===== src/rtl/cmos_capture_crop_pkg.sv =====
`default_nettype none
// ============================================================================
// Module   : cmos_capture_crop_pkg
// Purpose  : Shared widths and pixel type for the DVP capture/crop stage.
// Revision : 1.0 - initial release
// ============================================================================
package cmos_capture_crop_pkg;

  localparam int CNT_W_DEF = 11;
  localparam int SIZE_W    = 10;
  localparam int PIX_W     = 16;
  localparam int DVP_W     = 8;

  typedef struct packed {
    logic [4:0] r;
    logic [5:0] g;
    logic [4:0] b;
  } rgb565_t;

endpackage
`default_nettype wire


===== src/rtl/dvp_byte_packer.sv =====
`default_nettype none
// ============================================================================
// Module   : dvp_byte_packer
// Purpose  : Pairs consecutive DVP bytes (high byte first) into RGB565 pixels.
// Revision : 1.0 - initial release
// ============================================================================
module dvp_byte_packer
  import cmos_capture_crop_pkg::*;
(
  input  logic             cam_pclk,
  input  logic             rst_n,
  input  logic             href_d0,
  input  logic [DVP_W-1:0] data_d0,
  output logic             pix_done,
  output rgb565_t          pixel
);

  logic             r_byte_flag;
  logic [DVP_W-1:0] r_high_byte;

  // Flag restarts at every line, so an odd trailing byte never pairs up.
  always_ff @(posedge cam_pclk or negedge rst_n) begin
    if (!rst_n) begin
      r_byte_flag <= 1'b0;
      r_high_byte <= '0;
    end else begin
      r_byte_flag <= href_d0 ? ~r_byte_flag : 1'b0;
      if (href_d0 && !r_byte_flag)
        r_high_byte <= data_d0;
    end
  end

  assign pix_done = href_d0 & r_byte_flag;
  assign pixel    = rgb565_t'({r_high_byte, data_d0});

endmodule
`default_nettype wire


===== src/rtl/cmos_capture_crop.sv =====
`default_nettype none
// ============================================================================
// Module   : cmos_capture_crop
// Purpose  : DVP capture with start-up frame discard and programmable crop.
// Revision : 1.0 - initial release
// ============================================================================
module cmos_capture_crop
  import cmos_capture_crop_pkg::*;
#(
  parameter int WAIT_FRAMES = 10,
  parameter int CNT_W       = CNT_W_DEF
) (
  input  logic              cam_pclk,
  input  logic              rst_n,
  input  logic              cam_vsync,
  input  logic              cam_href,
  input  logic [DVP_W-1:0]  cam_data,
  input  logic [CNT_W-1:0]  x_start,
  input  logic [CNT_W-1:0]  y_start,
  input  logic [SIZE_W-1:0] t_width,
  input  logic [SIZE_W-1:0] t_high,
  output logic              cmos_frame_vsync,
  output logic              cmos_frame_href,
  output logic              cmos_frame_valid,
  output logic [PIX_W-1:0]  cmos_frame_data,
  output logic              frame_ok
);

  localparam int WAIT_W = (WAIT_FRAMES < 1) ? 1 : $clog2(WAIT_FRAMES + 1);
  localparam logic [WAIT_W-1:0] c_wait_max = WAIT_W'(WAIT_FRAMES);

  logic              r_vsync_d0, r_vsync_d1, r_href_d0, r_href_d1;
  logic [DVP_W-1:0]  r_data_d0;
  logic [WAIT_W-1:0] r_wait_cnt;
  logic [CNT_W-1:0]  r_x_start, r_y_start, r_x, r_y;
  logic [SIZE_W-1:0] r_t_width, r_t_high;

  logic              w_vs_pos, w_hs_neg, w_pix_done, w_in_row, w_in_col;
  logic              w_win_open, w_valid;
  logic [CNT_W:0]    w_x_end, w_y_end;
  rgb565_t           w_pixel;

  always_ff @(posedge cam_pclk or negedge rst_n) begin
    if (!rst_n) begin
      r_vsync_d0 <= 1'b0;
      r_vsync_d1 <= 1'b0;
      r_href_d0  <= 1'b0;
      r_href_d1  <= 1'b0;
      r_data_d0  <= '0;
    end else begin
      r_vsync_d0 <= cam_vsync;
      r_vsync_d1 <= r_vsync_d0;
      r_href_d0  <= cam_href;
      r_href_d1  <= r_href_d0;
      r_data_d0  <= cam_data;
    end
  end

  assign w_vs_pos = r_vsync_d0 & ~r_vsync_d1;
  assign w_hs_neg = ~r_href_d0 & r_href_d1;

  always_ff @(posedge cam_pclk or negedge rst_n) begin
    if (!rst_n) begin
      r_wait_cnt <= '0;
      frame_ok   <= 1'b0;
    end else begin
      if (w_vs_pos && (r_wait_cnt < c_wait_max))
        r_wait_cnt <= r_wait_cnt + WAIT_W'(1);
      frame_ok <= frame_ok | (r_wait_cnt == c_wait_max);
    end
  end

  dvp_byte_packer u_packer (
    .cam_pclk (cam_pclk),
    .rst_n    (rst_n),
    .href_d0  (r_href_d0),
    .data_d0  (r_data_d0),
    .pix_done (w_pix_done),
    .pixel    (w_pixel)
  );

  // Window is frozen per frame; y saturates so oversize frames never wrap back in.
  always_ff @(posedge cam_pclk or negedge rst_n) begin
    if (!rst_n) begin
      r_x_start <= '0;
      r_y_start <= '0;
      r_t_width <= '0;
      r_t_high  <= '0;
      r_x       <= '0;
      r_y       <= '0;
    end else begin
      if (w_vs_pos) begin
        r_x_start <= x_start;
        r_y_start <= y_start;
        r_t_width <= t_width;
        r_t_high  <= t_high;
      end
      if (!r_href_d0)
        r_x <= '0;
      else if (w_pix_done)
        r_x <= r_x + CNT_W'(1);
      if (w_vs_pos)
        r_y <= '0;
      else if (w_hs_neg && (r_y != '1))
        r_y <= r_y + CNT_W'(1);
    end
  end

  assign w_x_end    = {1'b0, r_x_start} + {{(CNT_W + 1 - SIZE_W){1'b0}}, r_t_width};
  assign w_y_end    = {1'b0, r_y_start} + {{(CNT_W + 1 - SIZE_W){1'b0}}, r_t_high};
  assign w_in_row   = ({1'b0, r_y} >= {1'b0, r_y_start}) && ({1'b0, r_y} < w_y_end);
  assign w_in_col   = ({1'b0, r_x} >= {1'b0, r_x_start}) && ({1'b0, r_x} < w_x_end);
  assign w_win_open = (r_t_width != '0) && (r_t_high != '0);
  assign w_valid    = w_pix_done & w_in_row & w_in_col & frame_ok;

  always_ff @(posedge cam_pclk or negedge rst_n) begin
    if (!rst_n) begin
      cmos_frame_vsync <= 1'b0;
      cmos_frame_href  <= 1'b0;
      cmos_frame_valid <= 1'b0;
      cmos_frame_data  <= '0;
    end else begin
      cmos_frame_vsync <= r_vsync_d0 & frame_ok;
      cmos_frame_href  <= r_href_d0 & w_in_row & w_win_open & frame_ok;
      cmos_frame_valid <= w_valid;
      if (w_valid)
        cmos_frame_data <= w_pixel;
    end
  end

endmodule
`default_nettype wire


===== config.mk =====
export PLATFORM = sky130hd
export DESIGN_NAME = cmos_capture_crop
export DESIGN_NICKNAME = d
export VERILOG_FILES = /design/src/rtl/cmos_capture_crop_pkg.sv /design/src/rtl/dvp_byte_packer.sv /design/src/rtl/cmos_capture_crop.sv
export SDC_FILE = /design/constraint.sdc
export NUM_CORES = 1
export LEC_CHECK = 0
export ABC_AREA = 1
export CORE_ASPECT_RATIO = 0.7
export CORE_MARGIN = 2
export CORE_UTILIZATION = 55
export DETAILED_ROUTE_END_ITERATION = 8
export GPL_TIMING_DRIVEN = 0
export PLACE_DENSITY_LB_ADDON = 0.12
export SYNTH_ARGS = -nofsm -noshare
export SYNTH_HDL_FRONTEND = slang
export SYNTH_SLANG_ARGS = --single-unit

===== constraint.sdc =====
create_clock -name cam_pclk -period 7.7 [get_ports cam_pclk]
set_input_delay 1.54 -clock cam_pclk [delete_from_list [all_inputs] [get_ports cam_pclk]]
set_output_delay 1.54 -clock cam_pclk [all_outputs]
set_load 0.1 [all_outputs]

# --- Yosys cells after proc, flatten, opt, wreduce, memory -nomap -nowiden ---
# Cells that the tools add are included.
word_totals:
  regBits: 109
  out_inout_bits: 20
classes:
  add_sub_neg: 5
  order_cmp: 5
  eq_ne: 3
  muxes: 5
  n_bitwise: 14
  n_reduce_logical: 10
op_table:
  columns: ["op", "n"]
  rows:
  - ["11-bit two-way mux", 4]
  - ["11-bit by 10-bit adder with 12-bit output", 2]
  - ["11-bit by 12-bit < comparator with 1-bit output", 2]
  - ["11-bit by 1-bit adder with 11-bit output (second input constant)", 2]
  - ["11-bit >= comparator", 2]
  - ["10-bit nonzero test", 2]
  - ["11-bit inequality test (second input constant)", 1]
  - ["1-bit AND", 10]
  - ["1-bit logical AND", 6]
  - ["4-bit by 1-bit adder with 4-bit output (second input constant)", 1]
  - ["4-bit equality test (second input constant)", 1]
  - ["4-bit < comparator (second input constant)", 1]
  - ["1-bit NOT", 3]
  - ["2-bit by 1-bit inequality test with 1-bit output (second input constant)", 1]
  - ["2-bit nonzero test", 1]
  - ["1-bit zero test", 1]
  - ["1-bit two-way mux", 1]
  - ["1-bit bitwise OR", 1]

# --- Logic depth before layout (Yosys ltp) ---
logic_depth:
  depth_word: 6
  ltp_mapped: 19
  depth_no_buf: 18

# --- Cells and area by module ---
# From an unflattened synthesis, not the netlist that was laid out.
hier_totals:
  cells_unflattened: 805
  hier_area_um2: 6637.6
modules_own_cells:
  columns: ["mod", "n_inst", "cells_per_inst", "area_per_inst_um2", "seq_area_each_um2"]
  rows:
  - ["cmos_capture_crop", 1, 758, 6200.9, 2502.4]
  - ["dvp_byte_packer", 1, 47, 436.7, 225.2]

# --- Least setup slack after synthesis ---
# Ideal clock, no wire load.
synth_path:
  kind: "register to register"
  startpoint: "register r_y_start[2]"
  endpoint: "register cmos_frame_data[10]"
  arrival_ns: 2.694
  setup_slack_ns: 4.884
  stages_incl_launch_ff: 19
  path_buffers: 1
  period_less_slack_ns: 2.816
  path_cell_list: "dfrtp_1 -> ha_1 -> a21oi_1 -> nand2_1 -> a21oi_1 -> o21ai_0 -> xnor2_1 -> ha_1 -> nand2_1 -> inv_1 -> nor3_1 -> nand2_1 -> nand2_1 -> nand2_1 -> a21oi_4 -> nand2_4 -> buf_6 -> nand2_1 -> nand2_1"
synth_via:
  elab_chain_cells: 6
  elab_cells_between_ends: 7
synth_lines:
  columns: ["item", "line", "rtl"]
  rows:
  - ["start, declared", "cmos_capture_crop.sv:35", "logic [CNT_W-1:0] r_x_start, r_y_start, r_x, r_y;"]
  - ["start signal, assigned", "cmos_capture_crop.sv:94", "r_y_start <= y_start;"]
  - ["11-bit by 10-bit adder with 12-bit output", "cmos_capture_crop.sv:110", "assign w_y_end = {1'b0, r_y_start} + {{(CNT_W + 1 - SIZE_W){1'b0}}, r_t_high};"]
  - ["11-bit by 12-bit < comparator with 1-bit output", "cmos_capture_crop.sv:111", "assign w_in_row = ({1'b0, r_y} >= {1'b0, r_y_start}) && ({1'b0, r_y} < w_y_end);"]
  - ["1-bit logical AND *", "cmos_capture_crop.sv:111", null]
  - ["1-bit AND * (3 in series)", "cmos_capture_crop.sv:114", "assign w_valid = w_pix_done & w_in_row & w_in_col & frame_ok;"]
  - ["end signal, assigned", "cmos_capture_crop.sv:127", "cmos_frame_data <= w_pixel;"]
  - ["end, declared", "cmos_capture_crop.sv:25", "output logic [PIX_W-1:0] cmos_frame_data,"]
# Mark *: on every way between the ends. The rest lies on a longest branch, timed or not.
# A chain may end at the register's enable or synchronous reset.

# --- Final worst setup path ---
layout_path:
  startpoint: "register frame_ok"
  endpoint: "output frame_ok"
layout_rtl:
  columns: ["item", "line", "rtl"]
  rows:
  - ["start, declared", "cmos_capture_crop.sv:26", "output logic frame_ok"]
  - ["start signal, assigned", "cmos_capture_crop.sv:69", "frame_ok <= frame_ok | (r_wait_cnt == c_wait_max);"]
# No word-level cell between the ends.

==> results by group <==
Drt
  • DR vias/cell: ~5.4
  • DR WL/cell: roughly 15 um
  • Routed Antenna Nets: 0
  • DRC: 0
  • Via count: 5502
  • Iteration-0 DRC Markers: 412
  • Total wire length: roughly 16000 um
  • Count of TritonRoute iterations in the first routing pass: 5

GRT
  • Vias in the first global route: 5367
  • Total Routing Usage GR: 0.2751
  • Initial antenna violation count: 0
  • Total grt overflow: 0
  • Largest net degree at the start of global routing: between 50 and 60
  • First-pass GRT wire length: approximately 27000 um

Layout
  • # diodes: 0
  • Final core utilization: 0.6818
  • NumNets Final: 990
  • Layout cells sized above 1: 0.03895
  • Area grow syn2layout: 19.93%

Critical path
  • Endpoint of the worst register-to-register path: cmos_frame_data[11]$_DFFE_PN0P_
  • Startpoint types: register
  • FF-to-FF setup slack: about 4.3 ns
  • Critical path's slowest cell: clkdlybuf4s50_1
  • Worst setup EP type: primary output
  • WS Path Type: reg2out
  • Worst reg2reg startpoint: r_y_start[2]$_DFFE_PN0P_
  • Critical path, cell by cell: clkdlybuf4s50_1
  • Family with the most delay on the worst path: buffers and inverters
  • CP max FO: 4
  • Slowest stage delay, CP: about 1.2 ns
  • Worst r2r path cells: 18
  • CP startpoint: frame_ok$_DFF_PN0_
  • Critical path data arrival time: around 2.0 ns
  • CP required: just over 6 ns
  • Sum of buffers and inverters on the critical path: 1

STA
  • Fin Clk Skew: 0.01002 ns
  • Fin. Hold Viols: 0
  • Max frequency: approximately 0.28 GHz
  • Worst slew pin tran: approximately 0.99 ns
  • Period utilization: 0.4588
  • Setup TNS: 0 ns
  • Final worst slack: around 4.2 ns
  • Crit path time final: between 3 and 4 ns
  • Slew Viols, Final: 0
  • Slew HR: 0.3391
  • RSZ-0062 raised after global routing: no
  • WHS: about 0.44 ns
  • # setup viols final: 0

Synth
  • Register area share after synthesis: 0.4311
  • Synth Register Bits: ~110
  • Area contributors post-synth: dfrtp_1 (43%), nand2_1 (16%), ha_1 (13%)
  • Number of flops mapped to enable cells by yosys: 0
  • Count leader, synth: nand2_1
  • Ys flop type: dfrtp_1
  • Synth Instances: ~780
  • Syn Nets: around 910
  • Synth top area share: 0.4311
  • Avg Inst Size Synth: ~8 sq um
  • Post-synth ARST share: 1.000
  • Synth unique cells: 32
  • Yosys warning total: 0
  • Yosys top cell by area: dfrtp_1
  • Mapped cell area: around 6300 sq um
  • Synth cell count leaders: nand2_1 (265), dfrtp_1 (109), inv_1 (79), ha_1 (66), nor2_1 (48)

Clock network
  • Total setup buffers inserted after CTS: 0
  • H-tree levels: 3
  • Clk slew on worst S/H paths: ~0.080 ns
  • CTS Hold Bufs: 0
  • Clk sink count: approximately 110
  • Post_cts resized: 0
  • Worst-Skew Late Latency: 0.36 ns
  • CTS Buf Count: 9
  • TritonCTS clock tree: done
  • Max Buffers Root-to-Sink: 2
  • Clk root buf: clkbuf_16

Floorplan
  • Die W: roughly 130 um
  • Num ports: 74
  • Core ar.: approximately 11000 sq um
  • Initial Utilization: 0.5685
  • FP Rows: 32
  • Die Footprint: approximately 12000 sq um
  • Chip height: about 94 um

Min path
  • Hold Startpoint: r_vsync_d0$_DFF_PN0_
  • HP Class: reg2reg
  • Hold path endpoint: r_vsync_d1$_DFF_PN0_
  • WHS Path Cells: 0

Place
  • Final HPWL DP: around 12000 um
  • # port buffers: 73
  • GPL Wtd Cong: ~0.93
  • Placement Setup Slack: 4.309 ns

Run status
  • Status: complete, no violations

Flow run
  • Max-cap violations: 0

Power
  • Leak Pwr: 0.003942 uW
  • Pwr/cell area: roughly 210 nW/um^2
  • Peak VDD IR: 172.7 uV
==> layout by cell type (no fill, tap or decap), types with 2 or more instances in the layout <==
| master | count |
|---|---|
| nand3_1 | 45 |
| and2_1 | 2 |
| a21o_1 | 3 |
| nor3_1 | 6 |
| clkinv_4 | 2 |
| inv_8 | 2 |
| nand3_2 | 2 |
| clkdlybuf4s50_1 | 72 |
| nor2_1 | 48 |
| clkinv_8 | 2 |
| fa_1 | 2 |
| xor2_1 | 17 |
| a31oi_1 | 2 |
| clkbuf_1 | 12 |
| xnor2_1 | 6 |
| nor3_2 | 3 |
| inv_1 | 79 |
| dfrtp_1 | 109 |
| a21oi_4 | 2 |
| clkbuf_16 | 9 |
| nand4_1 | 9 |
| inv_2 | 4 |
| a21oi_1 | 38 |
| o21ai_0 | 44 |
| nand3b_1 | 2 |
| ha_1 | 66 |
| nand2_1 | 265 |
| buf_6 | 3 |
| nor4_1 | 6 |
==> layout make-up <==
cell class              instances  area (sq um)
clock buffers                   9         225.2
fillers                       914          3542
plain buffers                  15         78.83
well taps                     153         191.4
multi-input cells             575          3206
repair buffers                 74         755.7
clock inverters                 7         88.84
flip-flops and latches        109          2728
inverters                      84         315.3
==> cells by family (layout without fill, tap and decap cells) <==
group,count (synthesis),count (layout),synth area share
adder cells (fa/ha/maj),68,68,0.1368
AO/OA/AOI/OAI,94,94,0.08206
flip-flops,109,109,0.4311
XOR/XNOR,23,23,0.03184
buffers and inverters,99,189,0.06229
AND/OR/NAND/NOR,390,390,0.2559
==> sequential cells by signal (all words and copies together), names as in the netlist, 8 cells and up <==
signal,count
cmos_frame_data,16
r_x,11
r_x_start,11
r_y,11
r_y_start,11
r_t_high,10
r_t_width,10
r_data_d0,8
u_packer.r_high_byte,8
==> report_power, final <==
part           internal (uW)  switching, uW
registers                627           50.0
clock network            236            248
logic                    170            278
total                   1030            577
==> how the worst max path moves through the flow <==
stage / to / slack [ns] / cells after the start
after detailed placement: cmos_frame_data[14]$_DFFE_PN0P_ / 4.31 / 18
after global placement: cmos_frame_data[14]$_DFFE_PN0P_ / 0.94 / 1
after floorplan: cmos_frame_data[10]$_DFFE_PN0P_ / 4.88 / 18
after global routing: cmos_frame_data[8]$_DFFE_PN0P_ / 3.97 / 18
after CTS: frame_ok / 4.18 / 1
final: frame_ok / 4.17 / 1
==> per-layer routing <==
| layer | share of wire | track usage | up-vias |
|---|---|---|---|
| met5 | 0 | 0 | - |
| met4 | 0.014 | 0.06720 | 0 |
| met3 | 0.070 | 0.05609 | 19 |
| met2 | 0.41 | 0.4049 | 197 |
| met1 | 0.50 | 0.4162 | 2576 |
| li1 | - | - | 2710 |
==> per-stage QoR <==
step,instance area (sq um),std cells,total power [uW]
floorplan,6327,783,983.6
global route,7589,1026,1708
finish,7589,1026,1609
detailed placement,7274,1010,1128
global placement,7249,1009,1106
CTS,7589,1026,1612
Note: power is estimated with default switching activity, not from simulation.
